**src/rtl/reset_req_gen_pkg.sv**
```systemverilog
// Shared types, codes and parameter defaults for the reset request generator.
package reset_req_gen_pkg;

   localparam int unsigned CNT_W = 16;

   localparam int unsigned DEF_TICK_DIV    = 50000;
   localparam int unsigned DEF_DEB_MS      = 20;
   localparam int unsigned DEF_HRESET_MS   = 2000;
   localparam int unsigned DEF_FULL_MS     = 5000;
   localparam int unsigned DEF_POR_HOLD_MS = 100;
   localparam int unsigned DEF_REQ_PULSE   = 16;
   localparam int unsigned DEF_LOCK_MS     = 10;

   typedef enum logic [1:0] {
      REQ_SOFT = 2'd0,
      REQ_HARD = 2'd1,
      REQ_FULL = 2'd2,
      REQ_POR  = 2'd3
   } req_type_e;

   typedef enum logic [1:0] {
      SRC_NONE = 2'd0,
      SRC_PWR  = 2'd1,
      SRC_BTN  = 2'd2,
      SRC_CMD  = 2'd3
   } src_e;

   typedef enum logic [1:0] {
      ST_IDLE     = 2'd0,
      ST_POR_HOLD = 2'd1,
      ST_PULSE    = 2'd2,
      ST_LOCKOUT  = 2'd3
   } state_e;

   // Active-low request lines towards the DSP reset sequencer.
   typedef struct packed {
      logic por_n;
      logic full_n;
      logic hard_n;
      logic soft_n;
   } req_lines_t;

   // Saturating increment for all ms/cycle counters.
   function automatic logic [CNT_W-1:0] sat_inc(input logic [CNT_W-1:0] v);
      return (v == '1) ? v : v + CNT_W'(1);
   endfunction

endpackage

```
**src/rtl/reset_req_gen_if.sv**
```systemverilog
// Host command handshake and request outputs of the reset request generator.
interface reset_req_gen_if;
   logic       cmd_valid;
   logic [1:0] cmd_type;
   logic       cmd_ready;
   logic       por_req_n;
   logic       resetfull_req_n;
   logic       hreset_req_n;
   logic       sreset_req_n;
   logic [1:0] last_src;

   modport master (
      output cmd_valid, cmd_type,
      input  cmd_ready, por_req_n, resetfull_req_n, hreset_req_n, sreset_req_n, last_src
   );

   modport slave (
      input  cmd_valid, cmd_type,
      output cmd_ready, por_req_n, resetfull_req_n, hreset_req_n, sreset_req_n, last_src
   );
endinterface

```
**src/rtl/btn_press_classify.sv**
```systemverilog
// Front-panel button: synchroniser, debounce, press timer and duration classifier.
// rel_pulse is a one-cycle strobe on the debounced release; rel_type holds the class.
module btn_press_classify
   import reset_req_gen_pkg::*;
#(
   parameter int unsigned DEB_MS    = DEF_DEB_MS,
   parameter int unsigned HRESET_MS = DEF_HRESET_MS,
   parameter int unsigned FULL_MS   = DEF_FULL_MS
) (
   input  logic      clk,
   input  logic      rst_n,
   input  logic      tick,
   input  logic      btn_n,
   output logic      rel_pulse,
   output req_type_e rel_type
);

   logic [1:0]       sync_q;
   logic             deb_n_q, deb_n_d;
   logic [CNT_W-1:0] deb_cnt_q, deb_cnt_d;
   logic [CNT_W-1:0] press_cnt_q, press_cnt_d;
   logic             rel_pulse_q, rel_pulse_d;
   req_type_e        rel_type_q, rel_type_d;

   function automatic req_type_e classify(input logic [CNT_W-1:0] d);
      if (d >= CNT_W'(FULL_MS))        return REQ_FULL;
      else if (d >= CNT_W'(HRESET_MS)) return REQ_HARD;
      else                             return REQ_SOFT;
   endfunction

   // Two-flop synchroniser, idles at released.
   always_ff @(posedge clk or negedge rst_n) begin
      if (!rst_n) sync_q <= 2'b11;
      else        sync_q <= {sync_q[0], btn_n};
   end

   // Debounce on ms ticks, time the press, classify on release.
   always_comb begin
      deb_n_d     = deb_n_q;
      deb_cnt_d   = deb_cnt_q;
      press_cnt_d = press_cnt_q;
      rel_pulse_d = 1'b0;
      rel_type_d  = rel_type_q;

      if (!deb_n_q && tick) press_cnt_d = sat_inc(press_cnt_q);

      if (sync_q[1] == deb_n_q) begin
         deb_cnt_d = '0;
      end else if (tick) begin
         if (sat_inc(deb_cnt_q) >= CNT_W'(DEB_MS)) begin
            deb_n_d   = sync_q[1];
            deb_cnt_d = '0;
            if (!sync_q[1]) begin
               press_cnt_d = '0;
            end else begin
               rel_pulse_d = 1'b1;
               rel_type_d  = classify(press_cnt_q);
            end
         end else begin
            deb_cnt_d = sat_inc(deb_cnt_q);
         end
      end
   end

   // State registers.
   always_ff @(posedge clk or negedge rst_n) begin
      if (!rst_n) begin
         deb_n_q     <= 1'b1;
         deb_cnt_q   <= '0;
         press_cnt_q <= '0;
         rel_pulse_q <= 1'b0;
         rel_type_q  <= REQ_SOFT;
      end else begin
         deb_n_q     <= deb_n_d;
         deb_cnt_q   <= deb_cnt_d;
         press_cnt_q <= press_cnt_d;
         rel_pulse_q <= rel_pulse_d;
         rel_type_q  <= rel_type_d;
      end
   end

   assign rel_pulse = rel_pulse_q;
   assign rel_type  = rel_type_q;

endmodule

```
**src/rtl/reset_req_gen.sv**
```systemverilog
// Reset request generator: arbitrates power-good, button and host command into
// one fixed-width active-low request at a time, then locks out until the DSP
// has been out of reset for LOCK_MS.
// Build option: RESET_REQ_CMD_EN enables the host command port; when undefined
// commands are ignored and cmd_ready stays low.
module reset_req_gen
   import reset_req_gen_pkg::*;
#(
   parameter int unsigned TICK_DIV    = DEF_TICK_DIV,
   parameter int unsigned DEB_MS      = DEF_DEB_MS,
   parameter int unsigned HRESET_MS   = DEF_HRESET_MS,
   parameter int unsigned FULL_MS     = DEF_FULL_MS,
   parameter int unsigned POR_HOLD_MS = DEF_POR_HOLD_MS,
   parameter int unsigned REQ_PULSE   = DEF_REQ_PULSE,
   parameter int unsigned LOCK_MS     = DEF_LOCK_MS
) (
   input  logic           clk,
   input  logic           rst_n,
   input  logic           pwr_good,
   input  logic           btn_n,
   input  logic           cs_resetstat_n,
   reset_req_gen_if.slave bus
);

   logic [1:0]       pwr_sync_q;
   logic [1:0]       cs_sync_q;
   logic [CNT_W-1:0] div_q, div_d;
   logic             tick_c;
   state_e           state_q, state_d;
   logic [CNT_W-1:0] ms_cnt_q, ms_cnt_d;
   logic [CNT_W-1:0] pulse_cnt_q, pulse_cnt_d;
   req_type_e        req_typ_q, req_typ_d;
   src_e             last_src_q, last_src_d;
   req_lines_t       req_q, req_d;
   logic             cmd_ready_q, cmd_ready_d;
   logic             rel_pulse;
   req_type_e        rel_type;
   logic             cmd_fire_c;
   req_type_e        cmd_type_c;

`ifdef RESET_REQ_CMD_EN
   localparam logic CMD_EN = 1'b1;
   assign cmd_fire_c = bus.cmd_valid & cmd_ready_q;
   assign cmd_type_c = req_type_e'(bus.cmd_type);
`else
   localparam logic CMD_EN = 1'b0;
   logic unused_cmd_c;
   assign unused_cmd_c = ^{bus.cmd_valid, bus.cmd_type};
   assign cmd_fire_c   = 1'b0;
   assign cmd_type_c   = REQ_SOFT;
`endif

   // Power path synchroniser resets to "good" so a low pwr_good is seen after two clks.
   always_ff @(posedge clk or negedge rst_n) begin
      if (!rst_n) begin
         pwr_sync_q <= 2'b11;
         cs_sync_q  <= 2'b00;
      end else begin
         pwr_sync_q <= {pwr_sync_q[0], pwr_good};
         cs_sync_q  <= {cs_sync_q[0], cs_resetstat_n};
      end
   end

   // 1 ms tick divider.
   assign tick_c = (div_q == CNT_W'(TICK_DIV - 1));
   always_comb begin
      div_d = tick_c ? '0 : div_q + CNT_W'(1);
   end

   btn_press_classify #(
      .DEB_MS    (DEB_MS),
      .HRESET_MS (HRESET_MS),
      .FULL_MS   (FULL_MS)
   ) u_btn (
      .clk       (clk),
      .rst_n     (rst_n),
      .tick      (tick_c),
      .btn_n     (btn_n),
      .rel_pulse (rel_pulse),
      .rel_type  (rel_type)
   );

   // Next state, counters and registered outputs derived from the next state.
   always_comb begin
      state_d     = state_q;
      ms_cnt_d    = ms_cnt_q;
      pulse_cnt_d = pulse_cnt_q;
      req_typ_d   = req_typ_q;
      last_src_d  = last_src_q;
      req_d       = '1;
      cmd_ready_d = 1'b0;

      if (!pwr_sync_q[1]) begin
         // Power loss preempts everything, including an active pulse.
         if (state_q != ST_POR_HOLD) last_src_d = SRC_PWR;
         state_d  = ST_POR_HOLD;
         ms_cnt_d = '0;
      end else begin
         case (state_q)
            ST_IDLE: begin
               if (rel_pulse) begin
                  state_d     = ST_PULSE;
                  req_typ_d   = rel_type;
                  last_src_d  = SRC_BTN;
                  pulse_cnt_d = '0;
               end else if (cmd_fire_c) begin
                  last_src_d = SRC_CMD;
                  if (cmd_type_c == REQ_POR) begin
                     state_d  = ST_POR_HOLD;
                     ms_cnt_d = '0;
                  end else begin
                     state_d     = ST_PULSE;
                     req_typ_d   = cmd_type_c;
                     pulse_cnt_d = '0;
                  end
               end
            end
            ST_POR_HOLD: begin
               if (ms_cnt_q >= CNT_W'(POR_HOLD_MS)) begin
                  state_d  = ST_LOCKOUT;
                  ms_cnt_d = '0;
               end else if (tick_c) begin
                  ms_cnt_d = sat_inc(ms_cnt_q);
               end
            end
            ST_PULSE: begin
               if (pulse_cnt_q >= CNT_W'(REQ_PULSE - 1)) begin
                  state_d  = ST_LOCKOUT;
                  ms_cnt_d = '0;
               end else begin
                  pulse_cnt_d = sat_inc(pulse_cnt_q);
               end
            end
            ST_LOCKOUT: begin
               if (!cs_sync_q[1]) begin
                  ms_cnt_d = '0;
               end else if (ms_cnt_q >= CNT_W'(LOCK_MS)) begin
                  state_d = ST_IDLE;
               end else if (tick_c) begin
                  ms_cnt_d = sat_inc(ms_cnt_q);
               end
            end
            default: state_d = ST_IDLE;
         endcase
      end

      case (state_d)
         ST_POR_HOLD: req_d.por_n = 1'b0;
         ST_PULSE: begin
            case (req_typ_d)
               REQ_SOFT: req_d.soft_n = 1'b0;
               REQ_HARD: req_d.hard_n = 1'b0;
               REQ_FULL: req_d.full_n = 1'b0;
               default:  req_d.por_n  = 1'b0;
            endcase
         end
         default: req_d = '1;
      endcase

      cmd_ready_d = CMD_EN && (state_d == ST_IDLE);
   end

   // State, counters and output registers.
   always_ff @(posedge clk or negedge rst_n) begin
      if (!rst_n) begin
         div_q       <= '0;
         state_q     <= ST_IDLE;
         ms_cnt_q    <= '0;
         pulse_cnt_q <= '0;
         req_typ_q   <= REQ_SOFT;
         last_src_q  <= SRC_NONE;
         req_q       <= '1;
         cmd_ready_q <= 1'b0;
      end else begin
         div_q       <= div_d;
         state_q     <= state_d;
         ms_cnt_q    <= ms_cnt_d;
         pulse_cnt_q <= pulse_cnt_d;
         req_typ_q   <= req_typ_d;
         last_src_q  <= last_src_d;
         req_q       <= req_d;
         cmd_ready_q <= cmd_ready_d;
      end
   end

   assign bus.cmd_ready       = cmd_ready_q;
   assign bus.por_req_n       = req_q.por_n;
   assign bus.resetfull_req_n = req_q.full_n;
   assign bus.hreset_req_n    = req_q.hard_n;
   assign bus.sreset_req_n    = req_q.soft_n;
   assign bus.last_src        = last_src_q;

endmodule

```
**src/flat_wrapper.sv**
```systemverilog
// flat-port wrapper written by rule: the top's interface ports become plain ports
module reset_req_gen_flat import reset_req_gen_pkg::*;
#(
   parameter int unsigned TICK_DIV    = DEF_TICK_DIV,
   parameter int unsigned DEB_MS      = DEF_DEB_MS,
   parameter int unsigned HRESET_MS   = DEF_HRESET_MS,
   parameter int unsigned FULL_MS     = DEF_FULL_MS,
   parameter int unsigned POR_HOLD_MS = DEF_POR_HOLD_MS,
   parameter int unsigned REQ_PULSE   = DEF_REQ_PULSE,
   parameter int unsigned LOCK_MS     = DEF_LOCK_MS
)
  (clk, rst_n, pwr_good, btn_n, cs_resetstat_n, bus_cmd_valid, bus_cmd_type, bus_cmd_ready, bus_por_req_n, bus_resetfull_req_n, bus_hreset_req_n, bus_sreset_req_n, bus_last_src);
  reset_req_gen_if bus_i ();
  input  logic clk;
  input  logic rst_n;
  input  logic pwr_good;
  input  logic btn_n;
  input  logic cs_resetstat_n;
  input wire logic [$bits(bus_i.cmd_valid)-1:0] bus_cmd_valid;
  input wire logic [$bits(bus_i.cmd_type)-1:0] bus_cmd_type;
  output wire logic [$bits(bus_i.cmd_ready)-1:0] bus_cmd_ready;
  output wire logic [$bits(bus_i.por_req_n)-1:0] bus_por_req_n;
  output wire logic [$bits(bus_i.resetfull_req_n)-1:0] bus_resetfull_req_n;
  output wire logic [$bits(bus_i.hreset_req_n)-1:0] bus_hreset_req_n;
  output wire logic [$bits(bus_i.sreset_req_n)-1:0] bus_sreset_req_n;
  output wire logic [$bits(bus_i.last_src)-1:0] bus_last_src;
  assign bus_i.cmd_valid = bus_cmd_valid;
  assign bus_i.cmd_type = bus_cmd_type;
  assign bus_cmd_ready = bus_i.cmd_ready;
  assign bus_por_req_n = bus_i.por_req_n;
  assign bus_resetfull_req_n = bus_i.resetfull_req_n;
  assign bus_hreset_req_n = bus_i.hreset_req_n;
  assign bus_sreset_req_n = bus_i.sreset_req_n;
  assign bus_last_src = bus_i.last_src;
  reset_req_gen #(.TICK_DIV(TICK_DIV), .DEB_MS(DEB_MS), .HRESET_MS(HRESET_MS), .FULL_MS(FULL_MS), .POR_HOLD_MS(POR_HOLD_MS), .REQ_PULSE(REQ_PULSE), .LOCK_MS(LOCK_MS)) u_core (.clk(clk), .rst_n(rst_n), .pwr_good(pwr_good), .btn_n(btn_n), .cs_resetstat_n(cs_resetstat_n), .bus(bus_i));
endmodule
```
**config.mk**
```make
export PLATFORM = sky130hd
export DESIGN_NAME = reset_req_gen_flat
export DESIGN_NICKNAME = d
export VERILOG_FILES = /design/src/rtl/reset_req_gen_pkg.sv /design/src/rtl/reset_req_gen_if.sv /design/src/rtl/btn_press_classify.sv /design/src/rtl/reset_req_gen.sv /design/src/flat_wrapper.sv
export SDC_FILE = /design/constraint.sdc
export NUM_CORES = 1
export LEC_CHECK = 0
export CAP_MARGIN = 20
export CORE_MARGIN = 2
export CORE_UTILIZATION = 55
export CTS_CLUSTER_DIAMETER = 40
export DETAILED_ROUTE_END_ITERATION = 16
export DONT_BUFFER_PORTS = 1
export PLACE_DENSITY = 0.67
export SLEW_MARGIN = 30
export SYNTH_ARGS = -nofsm -noshare
export SYNTH_HDL_FRONTEND = slang
export SYNTH_SLANG_ARGS = --single-unit
```
**constraint.sdc**
```tcl
create_clock -name clk -period 4.3 [get_ports clk]
set_input_delay 0.43 -clock clk [delete_from_list [all_inputs] [get_ports clk]]
set_output_delay 0.43 -clock clk [all_outputs]
set_load 0.03 [all_outputs]
```
Word level (Yosys, flattened, before mapping)
Cells that the tools add are included.
{ "op_classes": {"n_addsub": 5, "n_lt_le_gt_ge": 6, "n_eq_ne": 22, "muxes": 49, "bitwise": 1, "reduce_logical": 13} }
{ "op_table": {"columns": ["operator", "count"], "rows": [
  ["two-way mux 16 bit", 21],
  ["adder 16 x 1 -> 16 bit (second input constant)", 5],
  ["equality test 16 bit (second input constant)", 5],
  ["one-hot mux 16 bit (3 select lines)", 1],
  [">= comparator 16 x 4 -> 1 bit (second input constant)", 2],
  ["one-hot mux 16 bit (2 select lines)", 1],
  ["two-way mux 2 bit", 14],
  [">= comparator 16 x 11 -> 1 bit (second input constant)", 1],
  [">= comparator 16 x 13 -> 1 bit (second input constant)", 1],
  [">= comparator 16 x 5 -> 1 bit (second input constant)", 1],
  [">= comparator 16 x 7 -> 1 bit (second input constant)", 1],
  ["inequality test 2 bit (second input constant)", 6],
  ["two-way mux 1 bit", 9],
  ["AND reduction 3 bit", 3],
  ["equality test 2 bit (second input constant)", 4],
  ["one-hot mux 2 bit (4 select lines)", 1],
  ["equality test 2 x 1 -> 1 bit (second input constant)", 3],
  ["nonzero test 2 bit", 3],
  ["AND reduction 5 bit", 1],
  ["logical NOT 2 bit", 2],
  ["inequality test 4 bit (second input constant)", 1],
  ["AND reduction 4 bit", 1],
  ["two-way mux 3 bit", 1],
  ["inequality test 3 bit (second input constant)", 1],
  ["7 further kinds", 7]
]} }
{ "word_totals": {"reg_bits": 100, "in_bits": 8, "out_inout_bits": 7, "wordCells": 114} }

Longest topological paths before layout
{ "logic_depth": {"ltp_word": 7, "depth_mapped": 10, "ltp_nobuf": 8} }

By module
Synthesis repeated with hierarchy kept, for this count alone.
{ "hier_totals": {"cells_unflattened": 471, "area_unflattened_um2": 4813.4} }
{ "modules_own_cells": {"columns": ["module", "n_inst", "cells_per_inst", "area_per_inst_um2", "seq_area_each_um2"], "rows": [
  ["reset_req_gen", 1, 269, 2817.7, 1559.0],
  ["btn_press_classify", 1, 202, 1995.7, 954.7]
]} }

Worst setup path before layout
Ideal clock, no wire load.
{ "synth_timing": {"path_type": "register to register", "start": "register u_core.u_btn.deb_cnt_q[0]", "end": "register u_core.u_btn.press_cnt_q[4]", "setup_ps": 119, "arrival_time_ps": 2113, "required_ps": 4181, "setup_slack_ps": 2068, "path_stages_with_launch": 10, "n_path_buf": 1, "period_less_slack_ps": 2232, "path_cell_list": "dfrtp_1 -> ha_1 -> nand3_2 -> nor4_2 -> mux2_1 -> o21ai_1 -> o21a_2 -> a2111oi_4 -> buf_6 -> nor2_1"} }
{ "synth_via": {"elab_chain_cells": 6, "elab_cells_between_ends": 7, "classes_between": "1 x add/sub; 1 x order compare; 1 x eq/ne; 4 x mux"} }
{ "synth_lines": {"columns": ["item", "line_no", "source"], "rows": [
  ["start, declared", "btn_press_classify.sv:20", "logic [CNT_W-1:0] deb_cnt_q, deb_cnt_d;"],
  ["start signal, assigned", "btn_press_classify.sv:75", "deb_cnt_q <= deb_cnt_d;"],
  ["adder 16 x 1 -> 16 bit or equality test 16 bit (tied branches)", "reset_req_gen_pkg.sv:45", "return (v == '1) ? v : v + CNT_W'(1);"],
  ["two-way mux 16 bit *", null, null],
  [">= comparator 16 x 5 -> 1 bit *", "btn_press_classify.sv:50", "if (sat_inc(deb_cnt_q) >= CNT_W'(DEB_MS)) begin"],
  ["two-way mux 16 bit *", "btn_press_classify.sv:50", null],
  ["two-way mux 16 bit *", "btn_press_classify.sv:49", "end else if (tick) begin"],
  ["two-way mux 16 bit *", "btn_press_classify.sv:47", "if (sync_q[1] == deb_n_q) begin"],
  ["named net u_core.u_btn.press_cnt_d[4]", "btn_press_classify.sv:21", "logic [CNT_W-1:0] press_cnt_q, press_cnt_d;"],
  ["end signal, assigned", "btn_press_classify.sv:76", "press_cnt_q <= press_cnt_d;"],
  ["end, declared", "btn_press_classify.sv:21", null]
]} }
The timed path passes the listed nets; every way through them passes the cells marked *.
A chain may end at the register's enable or synchronous reset.

Final worst setup path
{ "layout_timing": {"start": "register u_core.u_btn.deb_cnt_q[0]", "end": "register u_core.u_btn.press_cnt_q[14]"} }
The elaborated chain is that of the path after synthesis.

==> flow_metrics.tcl <==
set metrics [dict create \
    status "finished, final reports clean" \
    period_needed_ps 2590 \
    drive_above_1_share 0.0960 \
    slew_headroom 0.475 \
    finalClockSkew_ps 8.91 \
    grtUsageMet1 0.282 \
    dp_hpwl_mm 5.81 \
    syn-num-nets 486 \
    cts_tree "built" \
    clock-sinks 100 \
    dieArea_sq_mm 0.00953 \
    drt_iter0_markers 215 \
    grt_util_all_layers 0.203 \
    ir_drop_mv 0.140 \
    antenna_found_initial 0 \
    grt_max_degree 101 \
    finalHoldViolations 0 \
    grt_most_used_layer "met2" \
    power.share.switching 0.212 \
    power.clock.fraction 0.394 \
    grt_pass1_wl_mm 15.7 \
    start_util 0.561 \
    synth_edf_count 0 \
    numCtsBuffers 9 \
    ys_ff_latch 100 \
    worstSkewPairLatency_ps 360 \
    ys_types 65 \
    post_drt_wl_per_cell_um 14.8 \
    nets 489 \
    pwr-share-seq 0.589 \
    cp-start-kind "flip-flop" \
    cp_max_fo 13 \
    place_area_sq_mm 0.00491 \
    cellLeakagePower_nw 2.30 \
    setup_tns_ps 0 \
    grt-ovfl-total 0 \
    antenna_left 0 \
    post-cts-setup-buffers 0 \
    vias 3422 \
    postSynthCellCount 471 \
    dr.pass1.iters 4 \
    drv_slew 0 \
    ctsResizeCount 0 \
    fmax_ghz 0.387 \
    gp_congestion 0.906 \
    syn_to_final_growth_pct 7.19 \
    drc 0 \
    yosysTopAreaCellShare 0.472 \
    yosysWarnings 0 \
    yosys-top-cells-area "dfrtp_1, dfstp_2, nor2_1, xor2_1, nand4_1" \
    p_switching_uw 341 \
    netlist_area_sq_mm 0.00482 \
    power_density_mw_per_mm2 311 \
    synth-seq-area-share 0.522 \
    holdBufCountCts 2 \
    via_per_inst 5.83 \
    p_int_mw 1.27 \
    portBuffers 0 \
    grt_use_met3 0.0388 \
    routed_wl_mm 8.70 \
    h-tree-depth 3 \
    synth.most_common_cell "dfrtp_1" \
    fp.dieW_um 97.6 \
    post-route-period-util 0.602 \
    hp-class "input port to flip-flop" \
    tightestPinTransition_ps 785 \
    setup_viol 0 \
    io_pins 15 \
    cts-root-buf "clkbuf_8" \
    utilization 0.601 \
    coreArea_sq_mm 0.00859 \
    use_met2 0.317 \
    grt_pass1_vias 3375 \
    synthArstFlopShare 1.00 \
    die_h_um 97.6 \
    synth_common_cells "dfrtp_1, nor2_1, nand2_1" \
    maxCapViolCount 0 \
    comb_power_share 0.017 \
    n_antenna_cell 0 \
    clk_pin_slew_ps 100 \
    syn_avg_cell_area_sq_um 10.2 \
    worstSetupEndpointType "flip-flop" \
    grt_setup_unrepaired "false" \
    ys_dominant_reg_cell "dfrtp_1" \
    critPathKind "flip-flop to flip-flop" \
    final_area_sq_mm 0.00517 \
    clk_path_buf_depth 2 \
    synth_top_cell_by_area "dfrtp_1" \
    required_ps 4570 \
    cp_data_arrival_time_ps 2860 \
    num_rows 34 \
    p_total_mw 1.61 \
]
[worst max-delay path, stage by stage (launching register included)]
cell	delay, ps
dfrtp_1	460
ha_1	320
nand3_2	170
nor3_1	250
and3_1	190
o22ai_1	100
nor4_4	420
a2111oi_4	160
buf_4	220
a211oi_1	220
[area by class of cell]
type,count,area (sq um)
clock buffers,13,169
flip-flops and latches,100,2510
repair buffers,6,67.6
well taps,108,135
multi-input cells,339,2170
fillers,709,3430
clock inverters,3,43.8
inverters,18,67.6
[power groups by stage]
| stage | combinational [mW] | sequential (mW) | clock [mW] |
|---|---|---|---|
| floorplan | 0.00564 | 0.965 | 0 |
| global placement | 0.00677 | 0.965 | 0 |
| detailed placement | 0.00699 | 0.965 | 0 |
| CTS | 0.0293 | 0.947 | 0.655 |
| global route | 0.0326 | 0.948 | 0.694 |
| finish | 0.0278 | 0.947 | 0.634 |
[final timing paths]
| path | startpoint | to | slack [ps] | cells after the start |
|---|---|---|---|---|
| max in group asynchronous | rst_n | u_core.u_btn.deb_n_q | 3230 | 2 |
| setup / recovery | u_core.u_btn.deb_cnt_q[0] | u_core.u_btn.press_cnt_q[14] | 1710 | 9 |
| hold reg to reg | u_core.cs_sync_q[0] | u_core.cs_sync_q[1] | 350 | 0 |
| min in group asynchronous | rst_n | u_core.div_q[1] | 650 | 2 |
| hold / removal | btn_n | u_core.u_btn.sync_q[0] | 50 | 0 |
| setup reg to reg | u_core.u_btn.deb_cnt_q[0] | u_core.u_btn.press_cnt_q[14] | 1710 | 9 |
[layer usage]
layer / up-vias / routed length (um)
met5: - / 0
met4: 0 / 138
met3: 11 / 291
met2: 58 / 3900
met1: 1674 / 4370
li1: 1679 / -
[logic make-up (layout without fill, tap and decap cells)]
group / Yosys count / count (layout) / synth area share
simple gates: 224 / 224 / 0.260
flops: 100 / 100 / 0.522
compound gates: 67 / 67 / 0.0953
buf+inv: 32 / 40 / 0.0288
xor+xnor: 30 / 30 / 0.0545
mux: 10 / 10 / 0.0213
fa+ha+maj: 7 / 7 / 0.0182
other cells: 1 / 1 / 0.000778
[per-stage QoR]
stage | hold WS [ps] | std cells | setup slack (ps)
finish | 50.8 | 587 | 1710
global route | 13.3 | 587 | 1400
CTS | 25.7 | 586 | 1470
detailed placement | 137 | 568 | 1540
global placement | 136 | 568 | 1570
floorplan | 134 | 471 | 2070
[registers in the layout, summed over array words and instances, names as in the netlist, 16 cells and up]
register and cells:
u_core.ms_cnt_q 16, u_core.u_btn.press_cnt_q 16, u_core.pulse_cnt_q 16, u_core.u_btn.deb_cnt_q 16
u_core.div_q 16
[placed cells by master, fill, tap and decap left out, types with 9 or more instances in the layout]
master | Yosys | final
a21oi_1 | 16 | 16
xor2_1 | 16 | 16
dfstp_2 | 9 | 9
dfrtp_1 | 91 | 91
o21ai_0 | 14 | 14
and2_1 | 18 | 18
nand4_1 | 22 | 22
nor2_1 | 55 | 54
xnor2_1 | 14 | 14
nand2_1 | 36 | 36
nor3_1 | 13 | 13
nor2b_1 | 12 | 12
and3_1 | 11 | 11
clkbuf_8 | 0 | 12
nand3_1 | 19 | 19
inv_1 | 18 | 18
Note: power is estimated with default switching activity, not from simulation.
